<file path="src/rtl/mem_port_arbiter.sv">
// -----------------------------------------------------------------------------
// mem_port_arbiter
//
// Shares one single-port unified memory between the instruction-fetch (IF)
// requester and the data-memory (DM) requester of the pipeline. One access is
// in flight at a time. It is granted in IDLE and held on the memory port for
// MEM_LAT cycles (ACCESS). It completes with a one-cycle acknowledge (DONE),
// and then returns to IDLE. Requests are not sampled in DONE, so a requester
// whose req is still high at the end of its ack cycle is not served twice.
//
// Optional feature (compile-time macro):
//   ARB_RR_EN  defined   : a tie goes to the requester that was not granted
//                          last. The first tie after reset goes to DM.
//   ARB_RR_EN  undefined : fixed priority. DM wins every tie, so the older
//                          instruction in the pipeline completes first.
//
// Parameters:
//   ADDR_W   address width
//   DATA_W   data width
//   MEM_LAT  memory cycles per access, legal range 1..15
//
// Ports:
//   clk        rising-edge clock
//   reset      asynchronous active-low reset
//   if_req     fetch request (level, held until if_ack)
//   if_addr    fetch address
//   if_rdata   fetched word, valid while if_ack=1, held between accesses
//   if_ack     one-cycle fetch completion pulse
//   dm_req     data request (level, held until dm_ack)
//   dm_we      data write enable (1 = store, 0 = load)
//   dm_addr    data address
//   dm_wdata   store data
//   dm_rdata   load data, valid while dm_ack=1, held between accesses
//   dm_ack     one-cycle data completion pulse
//   mem_en     memory access enable, high for the whole ACCESS phase
//   mem_we     memory write enable
//   mem_addr   memory address
//   mem_wdata  memory write data
//   mem_rdata  memory read data
//   stall      pipeline freeze request (combinational)
// -----------------------------------------------------------------------------
module mem_port_arbiter #(
  parameter int ADDR_W  = 32,
  parameter int DATA_W  = 32,
  parameter int MEM_LAT = 2
) (
  input  logic              clk,
  input  logic              reset,
  input  logic              if_req,
  input  logic [ADDR_W-1:0] if_addr,
  output logic [DATA_W-1:0] if_rdata,
  output logic              if_ack,
  input  logic              dm_req,
  input  logic              dm_we,
  input  logic [ADDR_W-1:0] dm_addr,
  input  logic [DATA_W-1:0] dm_wdata,
  output logic [DATA_W-1:0] dm_rdata,
  output logic              dm_ack,
  output logic              mem_en,
  output logic              mem_we,
  output logic [ADDR_W-1:0] mem_addr,
  output logic [DATA_W-1:0] mem_wdata,
  input  logic [DATA_W-1:0] mem_rdata,
  output logic              stall
);

  typedef enum logic [1:0] {
    ST_IDLE   = 2'd0,
    ST_ACCESS = 2'd1,
    ST_DONE   = 2'd2
  } state_t;

  // Remaining ACCESS cycles after the grant cycle. For MEM_LAT=1 this is 0,
  // so ACCESS completes on its first edge.
  localparam logic [3:0] CNT_INIT = 4'(MEM_LAT - 1);

  state_t              state_r;
  logic [3:0]          cnt_r;
  logic                owner_dm_r;
  logic                mem_en_r;
  logic                mem_we_r;
  logic [ADDR_W-1:0]   mem_addr_r;
  logic [DATA_W-1:0]   mem_wdata_r;
  logic [DATA_W-1:0]   if_rdata_r;
  logic [DATA_W-1:0]   dm_rdata_r;
  logic                if_ack_r;
  logic                dm_ack_r;
  logic                req_any_s;
  logic                grant_dm_s;

`ifdef ARB_RR_EN
  // Owner of the most recent grant; 0 = IF, 1 = DM.
  logic                last_dm_r;
`endif

  assign req_any_s = if_req | dm_req;

  // Grant selection: a lone requester always wins; a tie is resolved by the
  // configured arbitration policy.
  always_comb begin
    grant_dm_s = 1'b0;
    if (dm_req && !if_req) begin
      grant_dm_s = 1'b1;
    end else if (dm_req && if_req) begin
`ifdef ARB_RR_EN
      grant_dm_s = ~last_dm_r;
`else
      grant_dm_s = 1'b1;
`endif
    end else begin
      grant_dm_s = 1'b0;
    end
  end

`ifdef ARB_RR_EN
  // Round-robin history: remember who was granted at every grant.
  always_ff @(posedge clk or negedge reset) begin
    if (!reset) begin
      last_dm_r <= 1'b0;
    end else if ((state_r == ST_IDLE) && req_any_s) begin
      last_dm_r <= grant_dm_s;
    end else begin
      last_dm_r <= last_dm_r;
    end
  end
`endif

  // Access sequencer: grant in IDLE, drive the memory for MEM_LAT cycles,
  // capture the read data and pulse the owner's ack in DONE.
  always_ff @(posedge clk or negedge reset) begin
    if (!reset) begin
      state_r     <= ST_IDLE;
      cnt_r       <= 4'd0;
      owner_dm_r  <= 1'b0;
      mem_en_r    <= 1'b0;
      mem_we_r    <= 1'b0;
      mem_addr_r  <= {ADDR_W{1'b0}};
      mem_wdata_r <= {DATA_W{1'b0}};
      if_rdata_r  <= {DATA_W{1'b0}};
      dm_rdata_r  <= {DATA_W{1'b0}};
      if_ack_r    <= 1'b0;
      dm_ack_r    <= 1'b0;
    end else begin
      case (state_r)
        ST_IDLE: begin
          if (req_any_s) begin
            state_r    <= ST_ACCESS;
            cnt_r      <= CNT_INIT;
            owner_dm_r <= grant_dm_s;
            mem_en_r   <= 1'b1;
            if (grant_dm_s) begin
              mem_we_r    <= dm_we;
              mem_addr_r  <= dm_addr;
              mem_wdata_r <= dm_wdata;
            end else begin
              // Fetches never write.
              mem_we_r    <= 1'b0;
              mem_addr_r  <= if_addr;
              mem_wdata_r <= {DATA_W{1'b0}};
            end
          end else begin
            state_r <= ST_IDLE;
          end
        end

        ST_ACCESS: begin
          if (cnt_r != 4'd0) begin
            cnt_r <= cnt_r - 4'd1;
          end else begin
            state_r  <= ST_DONE;
            mem_en_r <= 1'b0;
            mem_we_r <= 1'b0;
            if (owner_dm_r) begin
              dm_ack_r <= 1'b1;
              // A store returns no data; the load register keeps its value.
              if (!mem_we_r) begin
                dm_rdata_r <= mem_rdata;
              end else begin
                dm_rdata_r <= dm_rdata_r;
              end
            end else begin
              if_ack_r   <= 1'b1;
              if_rdata_r <= mem_rdata;
            end
          end
        end

        ST_DONE: begin
          // Requests are deliberately ignored here.
          if_ack_r <= 1'b0;
          dm_ack_r <= 1'b0;
          state_r  <= ST_IDLE;
        end

        default: begin
          state_r  <= ST_IDLE;
          cnt_r    <= 4'd0;
          mem_en_r <= 1'b0;
          mem_we_r <= 1'b0;
          if_ack_r <= 1'b0;
          dm_ack_r <= 1'b0;
        end
      endcase
    end
  end

  assign mem_en    = mem_en_r;
  assign mem_we    = mem_we_r;
  assign mem_addr  = mem_addr_r;
  assign mem_wdata = mem_wdata_r;
  assign if_rdata  = if_rdata_r;
  assign dm_rdata  = dm_rdata_r;
  assign if_ack    = if_ack_r;
  assign dm_ack    = dm_ack_r;

  // Freeze the pipeline while a requester waits. It is released in the ack
  // cycle so the stage can advance on the edge that ends the ack.
  assign stall = (if_req & ~if_ack_r) | (dm_req & ~dm_ack_r);

endmodule

</file>
<file path="config.mk">
export PLATFORM = sky130hd
export DESIGN_NAME = mem_port_arbiter
export DESIGN_NICKNAME = d
export VERILOG_FILES = /design/src/rtl/mem_port_arbiter.sv
export SDC_FILE = /design/constraint.sdc
export NUM_CORES = 1
export LEC_CHECK = 0
export CORE_MARGIN = 2
export CORE_UTILIZATION = 30
export CTS_BUF_LIST = sky130_fd_sc_hd__clkbuf_4 sky130_fd_sc_hd__clkbuf_8
export CTS_CLUSTER_DIAMETER = 50
export DETAILED_ROUTE_END_ITERATION = 16
export DONT_BUFFER_PORTS = 1
export HOLD_SLACK_MARGIN = 0.1
export PLACE_DENSITY_LB_ADDON = 0.3
export REMOVE_ABC_BUFFERS = 1
export SYNTH_ARGS = -nofsm -noshare
export SYNTH_HDL_FRONTEND = slang
export SYNTH_SLANG_ARGS = --single-unit
</file>
<file path="constraint.sdc">
create_clock -name clk -period 2.7 [get_ports clk]
set_clock_uncertainty 0.05 [all_clocks]
set_input_delay 0.54 -clock clk [delete_from_list [all_inputs] [get_ports clk]]
set_output_delay 0.54 -clock clk [all_outputs]
set_load 0.1 [all_outputs]
</file>
==> out/metrics.sh <==
FILLER_CELL_COUNT=1813
TNS_SETUP_NS=0
NUMBER_OF_TOP_LEVEL_PINS=266
MAXCLOCKFREQUENCY_GHz=0.404
PORT-BUFFER-COUNT=0
GRT.TOTAL_USAGE=0.122
DIODES=0
CAP_VIOL_MAX_COUNT=0
POST_CTS_BUFFERS=0
CTS.REPORTEDPATHS.CLKPINSLEW_NS=0.08
POSTSYNTHAREAPERCELL_UM2=15.8
WORSTSETUPSTARTPOINTTYPE='flop'
DRCVIOLATIONCOUNT=0
LAYOUT.CELLS.MOST_COMMON_LIST='139 x sky130_fd_sc_hd__dfrtp_1, 97 x sky130_fd_sc_hd__mux2_2, 33 x sky130_fd_sc_hd__a22o_1, 30 x sky130_fd_sc_hd__mux2_4, 18 x sky130_fd_sc_hd__clkbuf_8'
GRT_ANTENNA_BEFORE_REPAIR=0
TIMING.CRITICAL_PATH.FANOUT_MAX=32
TIMING.SLEW.HEADROOM=0.356
FIN_CELLS=613
NET_COUNT_FINAL=504
DIE_AREA_UM2=20200
FIN_WORST_HOLD_SLACK_NS=-0.258
CTS.PATH.MAX_BUFFERS=2
CHIPWIDTH_UM=142
CTS_HTREE_LEVELS=4
SYNTH-MAIN-FF-CELL='sky130_fd_sc_hd__dfrtp_1'
POST-ROUTE-MIN-PERIOD_NS=2.48
DETAIL_ROUTE.ITER0.VIOLATIONS=90
POST_SYNTH_INSTANCE_AREA_UM2=5730
REPORT.FINAL.SETUP_VIOL=0
DESIGN.CORE.AREA_UM2=18700
SYN-INSTANCE-COUNT=363
LEFTOVER_OVERFLOW_AT_THE_END_OF_GLOBAL_ROUTING=0
VIOLATIONS='negative hold slack'
YS_SEQ_ELEMENTS=139
SYNTH.TOP_CELL.AREA_SHARE=0.607
ROUTE.VIAS.TOTAL=3057
CTS_ROOT_BUF='sky130_fd_sc_hd__clkbuf_8'
PRE_CTS_WS_NS=0.224
DRT-VIAS-PER-INSTANCE=4.99
MAX_SLEW.WORST_PIN.SLEW_NS=0.966
WORSTHOLDPATHTYPE='input port to asynchronous set/reset pin'
AREA_GROWTH_PCT=10.7
GRT_FIRST_PASS_WIRELENGTH_UM=18600
CRIT_ARRIVAL_NS=2.75
AREA_LEADER_NETLIST='sky130_fd_sc_hd__dfrtp_1'
LAYOUT_COMMONEST_CELL='sky130_fd_sc_hd__dfrtp_1'
LARGEST_NET_DEGREE_AT_THE_START_OF_GLOBAL_ROUTING=140
CP_DATA_REQUIRED_TIME_NS=2.97
SYNTH-EDFF-COUNT=0
HOLD_VIOLATIONS=139
ROUTEDWLPERCELL_UM=20.3
RSZ0062_AT_GRT='no'
SYNTH-SEQ-AREA-SHARE=0.607
DRT_FIRST_PASS_ITERS=4
NETLIST-CELL-TYPE-COUNT=30
FINALCRITPERIODSHARE=0.917
DRT.ANTENNA.VIOLATING_NETS=0
NUMBER_OF_GLOBAL_ROUTE_VIAS_BEFORE_REPAIR=3397
POST-DP-HPWL_UM=8750
TRITONCTS='built'
VERTICAL_DIE_DIMENSION_UM=142
CP-END-KIND='flop'
GPL.FINAL_WEIGHTED_CONGESTION=0.770
NETLIST_TOP_CELLS_AREA='sky130_fd_sc_hd__dfrtp_1 61%, sky130_fd_sc_hd__mux2_2 19%, sky130_fd_sc_hd__mux2_4 7.9%'
RESULT_OF_THE_RUN='complete, but fails checks'
INITIAL_UTILIZATION=0.306
PLACED_CELLS_INCL_TAPS=584
PROPORTION_OF_LAYOUT_CELLS_WITH_A_DRIVE_SUFFIX_ABOVE_1=0.456
TIMING.FINAL.MAX_SLEW_VIOLATIONS=0
TIMING.FINAL.WS_SETUP_NS=0.224
SYNTHARSTFLOPSHARE=1.00
WORST_SKEW_LATE_LATENCY_NS=0.43
SYNTH_WARNINGS=0
TOTALWIRELENGTH_UM=12400
CRIT_TYPE='flop to flop'
TRITONCTS.NUM_BUFFERS=17
CLKSINKCOUNT=139
ROWS=50
-- cell families (layout without fill, tap and decap cells) --
| family | after synthesis | after routing | share of synthesized area |
|---|---|---|---|
| multiplexers | 128 | 128 | 0.271 |
| AO/OA/AOI/OAI | 50 | 50 | 0.0727 |
| buffers and inverters | 30 | 46 | 0.0308 |
| adder cells (fa/ha/maj) | 2 | 2 | 0.00437 |
| flip-flops | 139 | 139 | 0.607 |
| AND/OR/NAND/NOR | 14 | 14 | 0.0142 |
-- worst max-delay path, stage by stage (launching register included) --
cell,delay (ns)
sky130_fd_sc_hd__dfrtp_1,0.40
sky130_fd_sc_hd__inv_1,0.11
sky130_fd_sc_hd__ha_1,0.16
sky130_fd_sc_hd__or3b_1,0.47
sky130_fd_sc_hd__or4_4,0.76
sky130_fd_sc_hd__mux2_4,0.40
-- sequential cells by signal, indices dropped and copies added, names as in the netlist --
signal and count:
owner_dm_r 1, state_r 2, mem_addr 32, if_ack 1, mem_wdata 32, mem_en 1, cnt_r 4, dm_ack 1
dm_rdata 32, mem_we 1, if_rdata 32
-- repair_timing --
item | 4_1_cts | 5_1_grt
hold endpoints to repair | 139 | 139
resized for setup | 0 | 0
setup endpoints to repair | 0 | 0
-- layout make-up --
cell class / instances / area [um^2] / area share
Sequential cell: 139 / 3480 / 0.548
Multi-Input combinational cell: 194 / 2100 / 0.331
Tap cell: 234 / 293 / 0.0461
Clock buffer: 21 / 270 / 0.0426
Clock inverter: 8 / 97.6 / 0.0154
Timing Repair Buffer: 11 / 82.6 / 0.0130
Inverter: 6 / 22.5 / 0.00355
-- final timing paths --
kind | depth (start not counted) | slack, ns | end | start
setup / recovery | 5 | 0.22 | dm_rdata[8] | cnt_r[0]
hold / removal | 0 | -0.26 | mem_addr[4] | reset
setup reg to reg | 5 | 0.22 | dm_rdata[8] | cnt_r[0]
hold reg to reg | 1 | 0.47 | owner_dm_r | owner_dm_r
max in group asynchronous | 0 | 2.70 | mem_wdata[25] | reset
min in group clk | 1 | 0.18 | mem_wdata[24] | dm_wdata[24]
-- routing by layer --
| metal | global-route usage | part of all wire | vias up |
|---|---|---|---|
| li1 | - | - | 1333 |
| met1 | 0.132 | 0.38 | 1510 |
| met2 | 0.194 | 0.47 | 191 |
| met3 | 0.0673 | 0.12 | 23 |
| met4 | 0.0642 | 0.031 | 0 |
| met5 | 0 | 0 | - |
-- cells in the mapped netlist (all sizes together) (2+ instances only) --
library cell,instances
nor3,2
o22ai,5
mux2,128
inv,6
a22o,33
buf,10
nor2,4
a21o,2
nand2b,3
ha,2
a31oi,2
clkbuf,14
dfrtp,139
-- metrics by stage --
step                       util  area, um^2
after CTS                 0.339        6350
after global routing      0.339        6350
after detailed placement  0.320        5980
final                     0.339        6350
after global placement    0.320        5980
after floorplan               -        5580
Power is left out: the tool's default activity adds up to more than one toggle a clock period on the data nets, which glitch-free logic cannot reach.
